**src/rtl/time_set_ctrl_pkg.sv**
```systemverilog
// Shared state encoding, field widths and limits for the time-of-day keeper.
// Used by time_set_ctrl, its interface and the blink mask decode.
package time_set_pkg;

  typedef enum logic [1:0] {
    RUN    = 2'd0,
    SET_HH = 2'd1,
    SET_MM = 2'd2,
    SET_SS = 2'd3
  } state_e;

  localparam int HH_W = 5;
  localparam int MS_W = 6;

  localparam logic [HH_W-1:0] HH_MAX = 5'd23;
  localparam logic [MS_W-1:0] MS_MAX = 6'd59;

  // Blank bit ordering is {hh, mm, ss}; only the field being edited may blink.
  function automatic logic [2:0] field_mask(input state_e st, input logic phase);
    case (st)
      SET_HH:  field_mask = {phase, 2'b00};
      SET_MM:  field_mask = {1'b0, phase, 1'b0};
      SET_SS:  field_mask = {2'b00, phase};
      default: field_mask = 3'b000;
    endcase
  endfunction

endpackage

```
**src/rtl/time_set_ctrl_if.sv**
```systemverilog
// Key/tick inputs and time/field/blank outputs of time_set_ctrl.
// master = the side producing keys and tick, slave = the time keeper.
interface time_set_ctrl_if;
  import time_set_pkg::*;

  logic              tick;
  logic              key_mode_n;
  logic              key_inc_n;
  logic              key_dec_n;
  logic [HH_W-1:0]   hh;
  logic [MS_W-1:0]   mm;
  logic [MS_W-1:0]   ss;
  logic [1:0]        field;
  logic [2:0]        blank_mask;

  modport master (
    output tick, key_mode_n, key_inc_n, key_dec_n,
    input  hh, mm, ss, field, blank_mask
  );

  modport slave (
    input  tick, key_mode_n, key_inc_n, key_dec_n,
    output hh, mm, ss, field, blank_mask
  );

endinterface

```
**src/rtl/time_set_ctrl_key_press_det.sv**
```systemverilog
// Single-key falling-edge detector: one-cycle press pulse per physical press.
// prev resets high so a key held through reset release counts as one press.
module key_press_det (
  input  logic clk,
  input  logic rst_n,
  input  logic i_key_n,
  output logic o_press
);

  logic r_prev;

  // Previous sampled key level
  always_ff @(posedge clk or negedge rst_n) begin
    if (!rst_n) begin
      r_prev <= 1'b1;
    end else begin
      r_prev <= i_key_n;
    end
  end

  assign o_press = r_prev & ~i_key_n;

endmodule

```
**src/rtl/time_set_ctrl.sv**
```systemverilog
// Keypad-driven HH:MM:SS keeper/editor feeding the 7-segment display path.
// Optional field blinking while editing is built when TIME_SET_BLINK_EN is defined.
module time_set_ctrl
  import time_set_pkg::*;
#(
  parameter int unsigned BLINK_DIV = 25_000_000
) (
  input  logic            clk,
  input  logic            rst_n,
  time_set_ctrl_if.slave  bus
);

  logic w_mode;
  logic w_inc;
  logic w_dec;
  logic w_inc_ok;
  logic w_dec_ok;

  state_e          r_state;
  logic [HH_W-1:0] r_hh;
  logic [MS_W-1:0] r_mm;
  logic [MS_W-1:0] r_ss;

  key_press_det u_mode (.clk(clk), .rst_n(rst_n), .i_key_n(bus.key_mode_n), .o_press(w_mode));
  key_press_det u_inc  (.clk(clk), .rst_n(rst_n), .i_key_n(bus.key_inc_n),  .o_press(w_inc));
  key_press_det u_dec  (.clk(clk), .rst_n(rst_n), .i_key_n(bus.key_dec_n),  .o_press(w_dec));

  // Mode wins over edits; inc together with dec cancels out
  always_comb begin
    w_inc_ok = w_inc & ~w_dec & ~w_mode;
    w_dec_ok = w_dec & ~w_inc & ~w_mode;
  end

  // Time-of-day counter and edit FSM
  always_ff @(posedge clk or negedge rst_n) begin
    if (!rst_n) begin
      r_state <= RUN;
      r_hh    <= 5'd0;
      r_mm    <= 6'd0;
      r_ss    <= 6'd0;
    end else begin
      case (r_state)
        RUN: begin
          if (bus.tick) begin
            if (r_ss == MS_MAX) begin
              r_ss <= 6'd0;
              if (r_mm == MS_MAX) begin
                r_mm <= 6'd0;
                r_hh <= (r_hh == HH_MAX) ? 5'd0 : r_hh + 5'd1;
              end else begin
                r_mm <= r_mm + 6'd1;
              end
            end else begin
              r_ss <= r_ss + 6'd1;
            end
          end
          if (w_mode) begin
            r_state <= SET_HH;
          end
        end
        SET_HH: begin
          if (w_mode) begin
            r_state <= SET_MM;
          end else if (w_inc_ok) begin
            r_hh <= (r_hh == HH_MAX) ? 5'd0 : r_hh + 5'd1;
          end else if (w_dec_ok) begin
            r_hh <= (r_hh == 5'd0) ? HH_MAX : r_hh - 5'd1;
          end
        end
        SET_MM: begin
          if (w_mode) begin
            r_state <= SET_SS;
          end else if (w_inc_ok) begin
            r_mm <= (r_mm == MS_MAX) ? 6'd0 : r_mm + 6'd1;
          end else if (w_dec_ok) begin
            r_mm <= (r_mm == 6'd0) ? MS_MAX : r_mm - 6'd1;
          end
        end
        SET_SS: begin
          if (w_mode) begin
            r_state <= RUN;
          end else if (w_inc_ok) begin
            r_ss <= (r_ss == MS_MAX) ? 6'd0 : r_ss + 6'd1;
          end else if (w_dec_ok) begin
            r_ss <= (r_ss == 6'd0) ? MS_MAX : r_ss - 6'd1;
          end
        end
        default: begin
          r_state <= RUN;
        end
      endcase
    end
  end

  assign bus.hh    = r_hh;
  assign bus.mm    = r_mm;
  assign bus.ss    = r_ss;
  assign bus.field = r_state;

`ifdef TIME_SET_BLINK_EN
  localparam int unsigned CNT_W = $clog2(BLINK_DIV);
  localparam logic [CNT_W-1:0] CNT_LAST = CNT_W'(BLINK_DIV - 1);

  logic [CNT_W-1:0] r_cnt;
  logic             r_phase;
  logic [2:0]       r_blank;
  logic             w_restart;

  // Any state change or applied edit restarts the half-period with the field visible
  always_comb begin
    w_restart = w_mode | ((r_state != RUN) & (w_inc_ok | w_dec_ok));
  end

  // Blink counter, phase and registered blank mask
  always_ff @(posedge clk or negedge rst_n) begin
    if (!rst_n) begin
      r_cnt   <= '0;
      r_phase <= 1'b0;
      r_blank <= 3'b000;
    end else if (w_restart) begin
      r_cnt   <= '0;
      r_phase <= 1'b0;
      r_blank <= 3'b000;
    end else if (r_cnt == CNT_LAST) begin
      r_cnt   <= '0;
      r_phase <= ~r_phase;
      r_blank <= field_mask(r_state, ~r_phase);
    end else begin
      r_cnt   <= r_cnt + CNT_W'(1);
      r_blank <= field_mask(r_state, r_phase);
    end
  end

  assign bus.blank_mask = r_blank;
`else
  assign bus.blank_mask = 3'b000;
`endif

endmodule

```
**src/flat_wrapper.sv**
```systemverilog
// flat-port wrapper written by rule: the top's interface ports become plain ports
module time_set_ctrl_flat import time_set_pkg::*;
#(
  parameter int unsigned BLINK_DIV = 25_000_000
)
  (clk, rst_n, bus_tick, bus_key_mode_n, bus_key_inc_n, bus_key_dec_n, bus_hh, bus_mm, bus_ss, bus_field, bus_blank_mask);
  time_set_ctrl_if bus_i ();
  input  logic clk;
  input  logic rst_n;
  input wire logic [$bits(bus_i.tick)-1:0] bus_tick;
  input wire logic [$bits(bus_i.key_mode_n)-1:0] bus_key_mode_n;
  input wire logic [$bits(bus_i.key_inc_n)-1:0] bus_key_inc_n;
  input wire logic [$bits(bus_i.key_dec_n)-1:0] bus_key_dec_n;
  output wire logic [$bits(bus_i.hh)-1:0] bus_hh;
  output wire logic [$bits(bus_i.mm)-1:0] bus_mm;
  output wire logic [$bits(bus_i.ss)-1:0] bus_ss;
  output wire logic [$bits(bus_i.field)-1:0] bus_field;
  output wire logic [$bits(bus_i.blank_mask)-1:0] bus_blank_mask;
  assign bus_i.tick = bus_tick;
  assign bus_i.key_mode_n = bus_key_mode_n;
  assign bus_i.key_inc_n = bus_key_inc_n;
  assign bus_i.key_dec_n = bus_key_dec_n;
  assign bus_hh = bus_i.hh;
  assign bus_mm = bus_i.mm;
  assign bus_ss = bus_i.ss;
  assign bus_field = bus_i.field;
  assign bus_blank_mask = bus_i.blank_mask;
  time_set_ctrl #(.BLINK_DIV(BLINK_DIV)) u_core (.clk(clk), .rst_n(rst_n), .bus(bus_i));
endmodule
```
**config.mk**
```make
export PLATFORM = sky130hd
export DESIGN_NAME = time_set_ctrl_flat
export DESIGN_NICKNAME = d
export VERILOG_FILES = /design/src/rtl/time_set_ctrl_pkg.sv /design/src/rtl/time_set_ctrl_if.sv /design/src/rtl/time_set_ctrl_key_press_det.sv /design/src/rtl/time_set_ctrl.sv /design/src/flat_wrapper.sv
export SDC_FILE = /design/constraint.sdc
export NUM_CORES = 1
export LEC_CHECK = 0
export ABC_AREA = 1
export CAP_MARGIN = 30
export CORE_UTILIZATION = 49
export DETAILED_ROUTE_END_ITERATION = 6
export PLACE_DENSITY = 0.76
export SLEW_MARGIN = 20
export SYNTH_ARGS = -nofsm -noshare
export SYNTH_HDL_FRONTEND = slang
export SYNTH_HIERARCHICAL = 1
export SYNTH_SLANG_ARGS = --single-unit
```
**constraint.sdc**
```tcl
create_clock -name clk -period 1.85 [get_ports clk]
set_input_delay 0.37 -clock clk [delete_from_list [all_inputs] [get_ports clk]]
set_output_delay 0.37 -clock clk [all_outputs]
set_load 0.02 [all_outputs]
```
# == After elaboration in Yosys (flattened, before gate mapping) ==
# Index checks and enable logic that the tools add are counted.
# Widths: inputs -> output; s select.
# totals
latch_bits,0
ramBits,0
input_bits,6
rom_bits,0
memories,0
regBits,22
elab_cells,85
# classes
n_lt_le_gt_ge,0
muxes,29
shifts,0
eq_ne,19
n_div,0
n_addsub,6
n_mul,0
reduce_logical,11
bitwise_logic,13
# op_table
op,n
$mux 6,13
$mux 5,8
$pmux 6 s2,2
$add 6x1->6 const B,2
$eq 6x6->1 const B,2
$logic_not 6->1,2
$ne 2x1->1 const B,6
$sub 6x1->6 const B,2
$pmux 5 s2,1
$ne 3x1->1 const B,3
$mux 2,4
$ne 2x2->1 const B,4
$pmux 2 s4,1
$reduce_and 4->1,2
$and 1x1->1,7
$not 1->1,6
$reduce_and 6->1,1
$reduce_bool 2->1,3
$add 5x1->5 const B,1
$eq 5x5->1 const B,1
$logic_not 5->1,1
$reduce_and 5->1,1
$sub 5x1->5 const B,1
$eq 2x2->1 const B,2
other kinds (2),2

# == Longest topological paths before layout ==
# Gate-level depths: netlist of run 1.
# logic_depth
ltp_word,9
depth_mapped,12
mapped_depth_nobuf,12

# == Cells and area by module ==
# Netlist of run 1, hierarchy kept.
# by_module_without_submodules
mod,area_per_inst_um2,cells_per_inst,n_inst
time_set_ctrl,1809.2,274,1
key_press_det,36.3,3,3

# == Least setup slack after synthesis of run 1 ==
# No wires, ideal clock.
# synth_timing
path_type,register to register
start,"reg u_core.r_state[0], in the netlist u_core/bus.field[0]"
end,"reg u_core.r_mm[0], in the netlist u_core/bus.mm[0]"
stages_incl_launch_ff,9
setup_slack_ns,0.253
t_required_ns,1.730
arrival_time_ns,1.477
setup_ns,0.120
path_cell_list,dfrtp_1 -> inv_1 -> ha_1 -> inv_2 -> nor2_2 -> a21oi_2 -> o211ai_2 -> nand2_1 -> nand2_1
# synth_between
elab_chain_cells,3
elab_cells_between_ends,9
cone_classes,eq/ne (5); mux (1); reduce/logical (3)
# synth_rtl
item,line_no,rtl
start: declaration,time_set_ctrl.sv:19,state_e r_state;
start signal: assignment,time_set_ctrl.sv:37,r_state <= RUN;
start signal: assignment,time_set_ctrl.sv:58,r_state <= SET_HH;
start signal: assignment,time_set_ctrl.sv:63,r_state <= SET_MM;
$eq 2x2->1 / $logic_not 2->1 (equally long branches),time_set_ctrl.sv:42,case (r_state)
$ne 3x1->1 (no source line) (tied with other cells),n/a,
$reduce_and 5->1 (no source line),n/a,
end signal: assignment,time_set_ctrl.sv:51,r_mm <= r_mm + 6'd1;
end signal: assignment,time_set_ctrl.sv:74,r_mm <= (r_mm == MS_MAX) ? 6'd0 : r_mm + 6'd1;
end signal: assignment,time_set_ctrl.sv:76,r_mm <= (r_mm == 6'd0) ? MS_MAX : r_mm - 6'd1;
end: declaration,time_set_ctrl.sv:21,logic [MS_W-1:0] r_mm;
# Several ways; a longest one is shown, not always the timed one.
# A chain may end at the register's enable or synchronous reset.

# == Final worst setup path of run 1 ==
# layout_timing
start,"reg u_core.r_ss[4], in the netlist u_core/bus.ss[4]"
end,out bus_ss[4]
# layout_lines
item,line_no,rtl
start: declaration,time_set_ctrl.sv:22,logic [MS_W-1:0] r_ss;
start signal: assignment,time_set_ctrl.sv:54,r_ss <= r_ss + 6'd1;
start signal: assignment,time_set_ctrl.sv:83,r_ss <= (r_ss == MS_MAX) ? 6'd0 : r_ss + 6'd1;
start signal: assignment,time_set_ctrl.sv:85,r_ss <= (r_ss == 6'd0) ? MS_MAX : r_ss - 6'd1;
end: declaration,flat_wrapper.sv:16,output wire logic [$bits(bus_i.ss)-1:0] bus_ss;
# No word-level cell between the ends.

==> results.md, run 1 <==
- For this configuration, the core starts out at a cell density of 0.516.
- The total routing resource utilization after global routing is 0.200.
- Data arrives at the worst endpoint at 1410 ps.
- The tightest hold path in the finished design has a slack of 455 ps.
- CTS built an H-tree with a depth of 1.
- The final critical path time including I/O delays and setup is 1780 ps.
- The flow ran to the end, and the final reports show no timing, DRC or antenna violations.
- With fillers left out, the area of the finished cells amounts to 0.00227 mm^2.
- Compared with the post-synthesis result, the final layout area differs by 18.5%.
- At the end of routability-driven placement, the weighted congestion stood at 0.853.
- The total number of vias is 1745.
- Traced cell by cell, the critical path runs through clkdlybuf4s50_1.
- The design draws 0.00396 W.
- The global-route wire length before repair is 6570 um.
- Summed over all cells, the static leakage comes to 1.16 nW.
- For this design, the sink count on the clock tree is 22.
- The pin count of the biggest net entering global routing is 23.
- After the first detailed-routing iteration, the DRC count stood at 89.
- Setup violations remaining at the end of the flow were counted as 0.
- The remaining antenna violation count after routing is 0.
- The yosys synthesis warning count is 6.
- The number of max-capacitance violations reported is 0.
- On the worst path, the slowest cell contributes a delay of 650 ps.
- Of all cell types, the one taking the most synthesized area is dfrtp_1.
- Clock tree synthesis selected as its root buffer the cell clkbuf_8.
- The tightest min-delay check is of the input port to asynchronous set/reset pin type.
- The cell count after synthesis came out at 283.
- The number of nets in the final layout is 330.
- In the finished design, the share of the clock period the worst path needs comes to 0.962.
- The final standard cell utilization of the core is 0.612.
- In the final layout, the share of cells above drive strength 1 is 0.126.
- The highest achievable clock rate is 562 MHz.
- The number of inserted filler cells in the final layout is 341.
- The category of cells accounting for the largest share of critical-path delay is buffers and inverters.
- The floorplan step defined a die boundary enclosing 0.00417 mm^2.
- The share of synthesized area in the top cell type comes to 0.248.
- Together, buffers and inverters on the worst path number 1.
- The final count of pins violating max slew is 0.
- The critical path capture point type is a primary output.
- In this run, distinct cell masters in the synthesized netlist total 29.
- The most used flip-flop cell after synthesis is dfrtp_1.
- The via count of the first global-routing pass is 1587.
- Counting along the longest clock path gives a buffer depth of 2.
- The initial antenna violation count is 0.
- The post-detailed-route DRC marker count is 0.
- Tracing the worst setup path back leads to its startpoint at u_core/bus.ss[4].
- Setup repair after global routing left no endpoint under its margin.
- The clock edge transition at the registers on the reported setup and hold paths is 80 ps.
- After detailed routing, the average wire length per cell comes to 10.5 um.
- The count of final hold-check violations is 0.
- The kind of start point of the critical path is a flip-flop.
- In this run the tool buffered the top-level ports with 24 buffer cells.
- In this run the vertical extent of the chip is 64.6 um.
- The floorplan core area is 0.00372 mm^2.
- Wires add up to 3740 um.
- Across the routed clock network, the largest skew measured is 1.90 ps.
- The overall overflow remaining after global route is 0.
- The startpoint of the lowest-slack register-to-register path is u_core/bus.field[0].
- The slowest stage cell on the critical path is clkdlybuf4s50_1.
- The die outline width is 64.6 um.
- The synthesis-stage register bit count is 22.
- For the final routed database, the setup TNS stands at 0 ps.
- In this run the cell area measured after placement is 0.00221 mm^2.
- For this run, the register share of the synthesized area comes to 0.289.
- The proportion of register bits with asynchronous set or reset after synthesis is 1.00.
- The CTS buffer count is 3.
- For the worst-skew pair, the clock arrives at the later sink with an insertion delay of 270 ps.
- The number of rows created at floorplan is 22.
- Along the worst path, the maximum fanout reaches 7.
- 0 antenna diodes ended up in the layout.
- The kind of critical path is flip-flop to primary output.
- The CTS tree is yes.
- Dividing total power by cell area gives a power density of 1740 mW/mm^2.
- The netlist area before placement is 0.00192 mm^2.
- Detailed placement finished with a half-perimeter wire length of 2800 um.
- The synthesized design contains 0 enable-type register cells.
- Sorting the synthesized cells by area gives the leading types as dfrtp_1 (25%), nand2_1 (19%), ha_1 (8.5%).
- The number of top-level pins is 28.
- The required arrival time at the worst endpoint is 1480 ps.
- The iteration count of the initial detailed-routing pass is 4.
- Dividing the detail-routed via count by the number of cells gives 4.87.
- The worst-case IR drop observed on VDD is 1.04 mV.
- The mean area per synthesized cell is 6.78 um^2.
per-layer routing:
layer / wire length, um / track usage / vias up / share of wire
met4: 63 / 0.0833 / 0 / 0.017
met3: 115 / 0.0211 / 5 / 0.031
met2: 1760 / 0.353 / 33 / 0.47
met1: 1810 / 0.246 / 782 / 0.48
li1: - / - / 925 / -
met5: 0 / 0 / - / 0
layout make-up:
class	instances	area, um^2	share of cell area
inverters	37	139	0.0611
clock buffers	4	55.1	0.0242
repair buffers	28	270	0.119
multi-input cells	219	1190	0.524
flip-flops and latches	22	557	0.245
well taps	48	60.1	0.0264
cells in the mapped netlist (all sizes together) (3+ instances only):
cell / number
o21ai: 18
inv: 37
nand4: 5
dfrtp: 19
nand3: 28
xnor2: 3
nor2: 29
nand2: 103
ha: 13
buf: 7
a21oi: 4
dfstp: 3
xor2: 10
cell usage in the layout (no fill, tap or decap):
master	netlist	final
nor2_2	6	6
buf_4	3	4
inv_1	34	34
a31o_2	1	1
conb_1	1	3
clkbuf_8	0	4
or2_2	1	1
ha_1	13	12
clkdlybuf4s50_1	0	24
nor2_1	21	21
nor2_4	1	1
nand4_1	3	3
nand2_1	97	97
ha_2	0	1
nand2_2	4	4
o21ai_1	2	2
nand3_2	1	1
dfrtp_1	19	17
xor2_1	10	10
nand4_2	1	1
o21ai_0	16	16
o211ai_2	1	1
a21oi_1	2	2
nand4_4	1	1
xnor2_1	3	3
nand2_4	2	2
inv_2	3	3
dfrtp_2	0	2
nor2_8	1	1
a21oi_2	2	2
nand3_1	27	27
dfstp_2	3	3
worst paths after layout:
kind                                            end  slack, ps  depth (start not counted)
worst max-delay path                      bus_ss[4]         70                          1
worst min-delay path               u_core/bus.mm[3]        450                          2
worst max register to register     u_core/bus.ss[5]        240                          9
worst min register to register     u_core/bus.mm[5]        540                          2
max in group asynchronous       u_core/u_inc/r_prev       1110                          2
min in group clk                   u_core/bus.mm[5]        540                          2
report_power, final:
group,internal (W),switching [W]
sequential,0.000667,0.000242
combinational,0.00108,0.00161
clock,0.000190,0.000170
through the flow:
| step | setup slack [ps] | instances |
|---|---|---|
| floorplan | 253 | 285 |
| global placement | -16.3 | 354 |
| detailed placement | -31.4 | 354 |
| CTS | 1.46 | 358 |
| global route | 4.36 | 358 |
| finish | 69.6 | 358 |
worst register-to-register path: stages (launching register included):
cell and delay, ps:
dfrtp_1 420, inv_1 130, ha_2 270, inv_2 80, nor2_2 150, nor2_1 70, nand2_2 150, inv_1 110
nand2_1 70, nand2_1 50
state kept, by name, summed over array words and instances (netlist names):
name and cells:
u_core/bus.ss 6, u_core/bus.mm 6, u_core/u_dec/r_prev 1, u_core/u_inc/r_prev 1
u_core/u_mode/r_prev 1, u_core/bus.field 2, u_core/bus.hh 5
cells by family after synthesis:
| group | share of synthesized area |
|---|---|
| AND/OR/NAND/NOR | 0.398 |
| buffers and inverters | 0.0946 |
| AO/OA/AOI/OAI | 0.0724 |
| flip-flops | 0.289 |
| XOR/XNOR | 0.0594 |
| adder cells (fa/ha/maj) | 0.0848 |
| other | 0.00196 |
what timing repair did:
item | CTS | global route
setup endpoints to repair | 0 | 4
hold buffers | 0 | 0
gates resized for setup | 0 | 3
buffers inserted | 0 | 0
Note: power is estimated with default switching activity, not from simulation.
==> run 2: changes to the inputs <==
==> constraint.sdc (replaced) <==
create_clock -name clk -period 2.3 [get_ports clk]
set_input_delay 0.46 -clock clk [delete_from_list [all_inputs] [get_ports clk]]
set_output_delay 0.46 -clock clk [all_outputs]
set_load 0.02 [all_outputs]
==> run 2 against run 1 <==
Net effect:
- highest routed layer unchanged
- critical path depth is the same
- sequential power shrank 15%
- total power shrank 18%
- global-route usage grew 1.7 points
- wire length grew 7.4%
- worst hold slack gained 78 ps
- non-clock buffer count shrank 3
- sequential share of layout area is essentially flat
- count of clock-buffer cells in the layout shrank 1
==> results.md, run 2 (synthesis results as in run 1) <==
- The number of rows created at floorplan is 22 (unchanged).
- The count of final hold-check violations is 0 (unchanged).
- The pin count of the biggest net entering global routing is 23 (unchanged).
- The critical path in this run is classified as flip-flop to primary output.
- The cell area after placement is 0.00219 mm^2 (-1.0%).
- The floorplan core area is 0.00372 mm^2 (unchanged).
- The share of total power in combinational logic is 0.650 (-0.029).
- The final critical path time including I/O delays and setup is 1950 ps.
- The category of cells accounting for the largest share of critical-path delay is buffers and inverters.
- The number of design-rule violations left by the first detailed-router iteration is 110 (+24%).
- The y dimension of the die is 64.6 um (unchanged).
- The post-detailed-route DRC marker count is 0 (unchanged).
- The final count of pins violating max slew is 0 (unchanged).
- The die outline width was 64.6 um (unchanged).
- Setup repair after global routing left no endpoint under its margin.
- The initial antenna violation count was 0 (unchanged).
- The share of power burned in registers is 0.238 (+0.009).
- The number of nets in the final layout is 327 (-0.91%).
- The critical path capture point type is a primary output.
- The post-route cell area was 0.00226 mm^2 (-0.50%).
- The clock latency reported for the late side of the worst-skew pair was 270 ps (about the same).
- The total number of vias was 1784 (+2.2%).
- The half-perimeter wire length after detailed placement is 3030 um (+8.1%).
- The CTS sink count is 22 (unchanged).
- The critical path goes through clkdlybuf4s50_1.
- The share of the clock period used by the worst path is 0.848.
- The total routing resource utilization after global routing came to 0.217 (+0.0174).
- The via count of the first global-routing pass is 1726 (+8.8%).
- The peak supply drop is 0.906 mV (-13%).
- The H-tree depth is 1 (unchanged).
- The remaining antenna violation count after routing came to 0 (unchanged).
- The iteration count of the initial detailed-routing pass came to 5 (+1).
- The clock share of power is 0.112 (+0.021).
- The area enclosed by the die boundary came to 0.00417 mm^2 (unchanged).
- The worst setup slack before clock tree synthesis is 318 ps (+350 ps).
- Timing would allow up to 513 MHz.
- The number of gates resized after cts was 0 (unchanged).
- The tightest min-delay check is of the input port to asynchronous set/reset pin type.
- The setup skew after layout was 11.3 ps (+9.36 ps).
- The library cells used most frequently in the layout, excluding fill and tap cells, are nand2_1 (97), inv_1 (34), nand3_1 (27).
- The post-layout total power was 0.00326 W (-18%).
- The setup TNS is 0 ps (unchanged).
- The count of hold-fix buffers inserted at cts is 0 (unchanged).
- The number of top-level pins is 28 (unchanged).
- The detail-routed via count per cell is 5.03 (+3.1%).
- The global-route wire length before repair is 7190 um (+9.5%).
- The power per cell area is 1440 mW/mm^2 (-17%).
- The most frequent standard cell in the layout excluding fill and tap cells is nand2_1.
- The maximum fanout along the worst path is 9 (+2).
- TritonCTS built the clock tree.
- The final setup violation count came to 0 (unchanged).
- The CTS buffer count is 3 (unchanged).
- The clock edge transition at the registers on the reported setup and hold paths is 90 ps (about the same).
- The worst endpoint data arrival time came to 1490 ps (+80 ps).
- The net switching power figure came to 0.00165 W (-18%).
- The number of antenna diodes was 0 (unchanged).
- The clock tree root buffer cell is clkbuf_8.
- The design internal power is 0.00161 W (-17%).
- The wire length reported by the detailed router was 4020 um (+7.4%).
- The required arrival time at the worst endpoint came to 1840 ps (+360 ps).
- The setup slack of the critical path after layout is 349 ps (+279 ps).
- The final weighted congestion of routability-driven global placement came to 0.926 (+8.5%).
- The post-detailed-route wirelength per cell is 11.3 um (+8.3%).
- The kind of start point of the critical path is a flip-flop.
- The biggest cell delay along the critical path is 670 ps (+20 ps).
- The flow ran to the end, and the final reports show no timing, DRC or antenna violations.
- The static leakage power is 1.16 nW (-0.38%).
- The deepest clock path buffer count is 2 (unchanged).
- The count of buffers from port buffering is 24 (unchanged).
- The slack of the worst reg-to-reg path was 580 ps (+340 ps).
- The starting utilization of the core area is 0.516 (unchanged).
- The overall overflow remaining after global route is 0 (unchanged).
- The slowest stage of the critical path is the clkdlybuf4s50_1 cell.
- The fraction of power spent switching nets is 0.506 (-0.00409).
- Compared with the post-synthesis result, the final layout area differs by 17.9%.
- The buffers plus inverters on the worst setup path is 1 (unchanged).
- The share of post-route cells with drive strength above 1 was 0.107 (-0.0183).
- The number of max-capacitance violations reported came to 0 (unchanged).
- The number of setup buffers added after CTS is 0 (unchanged).
## run 2: cell types whose count changed in the layout (fill, tap and decap cells not counted)
cell       change
buf_4          -3
dfrtp_1        +2
dfrtp_2        -2
bufinv_16      +1
clkbuf_8       -1
ha_1           +1
ha_2           -1
## run 2: layout make-up
type | instances | area (um^2)
clock inverters | 1 | 30.0
repair buffers | 25 | 248
inverters | 37 | 139
well taps | 48 | 60.1
flip-flops and latches | 22 | 554
fillers | 371 | 1450
multi-input cells | 219 | 1190
clock buffers | 3 | 41.3
## run 2: per-layer routing
layer / up-vias / global-route usage / wire length, um
met5: - / 0 / 0
met2: 32 / 0.408 / 2020
met3: 2 / 0.0423 / 145
li1: 927 / - / -
met1: 823 / 0.256 / 1840
met4: 0 / 0.0361 / 13
## run 2: path summary, 6_finish.rpt
kind,from,endpoint,cells after the start
setup / recovery,u_core/bus.hh[2],bus_hh[2],1
hold / removal,rst_n,u_core/bus.mm[0],2
setup reg to reg,u_core/bus.field[0],u_core/bus.ss[5],9
hold reg to reg,u_core/bus.mm[5],u_core/bus.mm[5],2
max in group asynchronous,rst_n,u_core/u_inc/r_prev,2
min in group clk,u_core/bus.mm[5],u_core/bus.mm[5],2
## run 2: through the flow
step,std cells,utilization,hold slack [ps]
floorplan,285,-,164
global placement,351,0.590,529
detailed placement,351,0.590,537
CTS,355,0.609,541
global route,355,0.609,558
finish,355,0.609,533
## run 2: power groups by stage
stage                     logic, W  registers [W]  clock network [W]
after floorplan            0.00148       0.000843                  0
after CTS                  0.00213       0.000778           0.000375
after detailed placement   0.00211       0.000784                  0
final                      0.00212       0.000776           0.000367
after global routing       0.00243       0.000807           0.000385
after global placement     0.00207       0.000779                  0
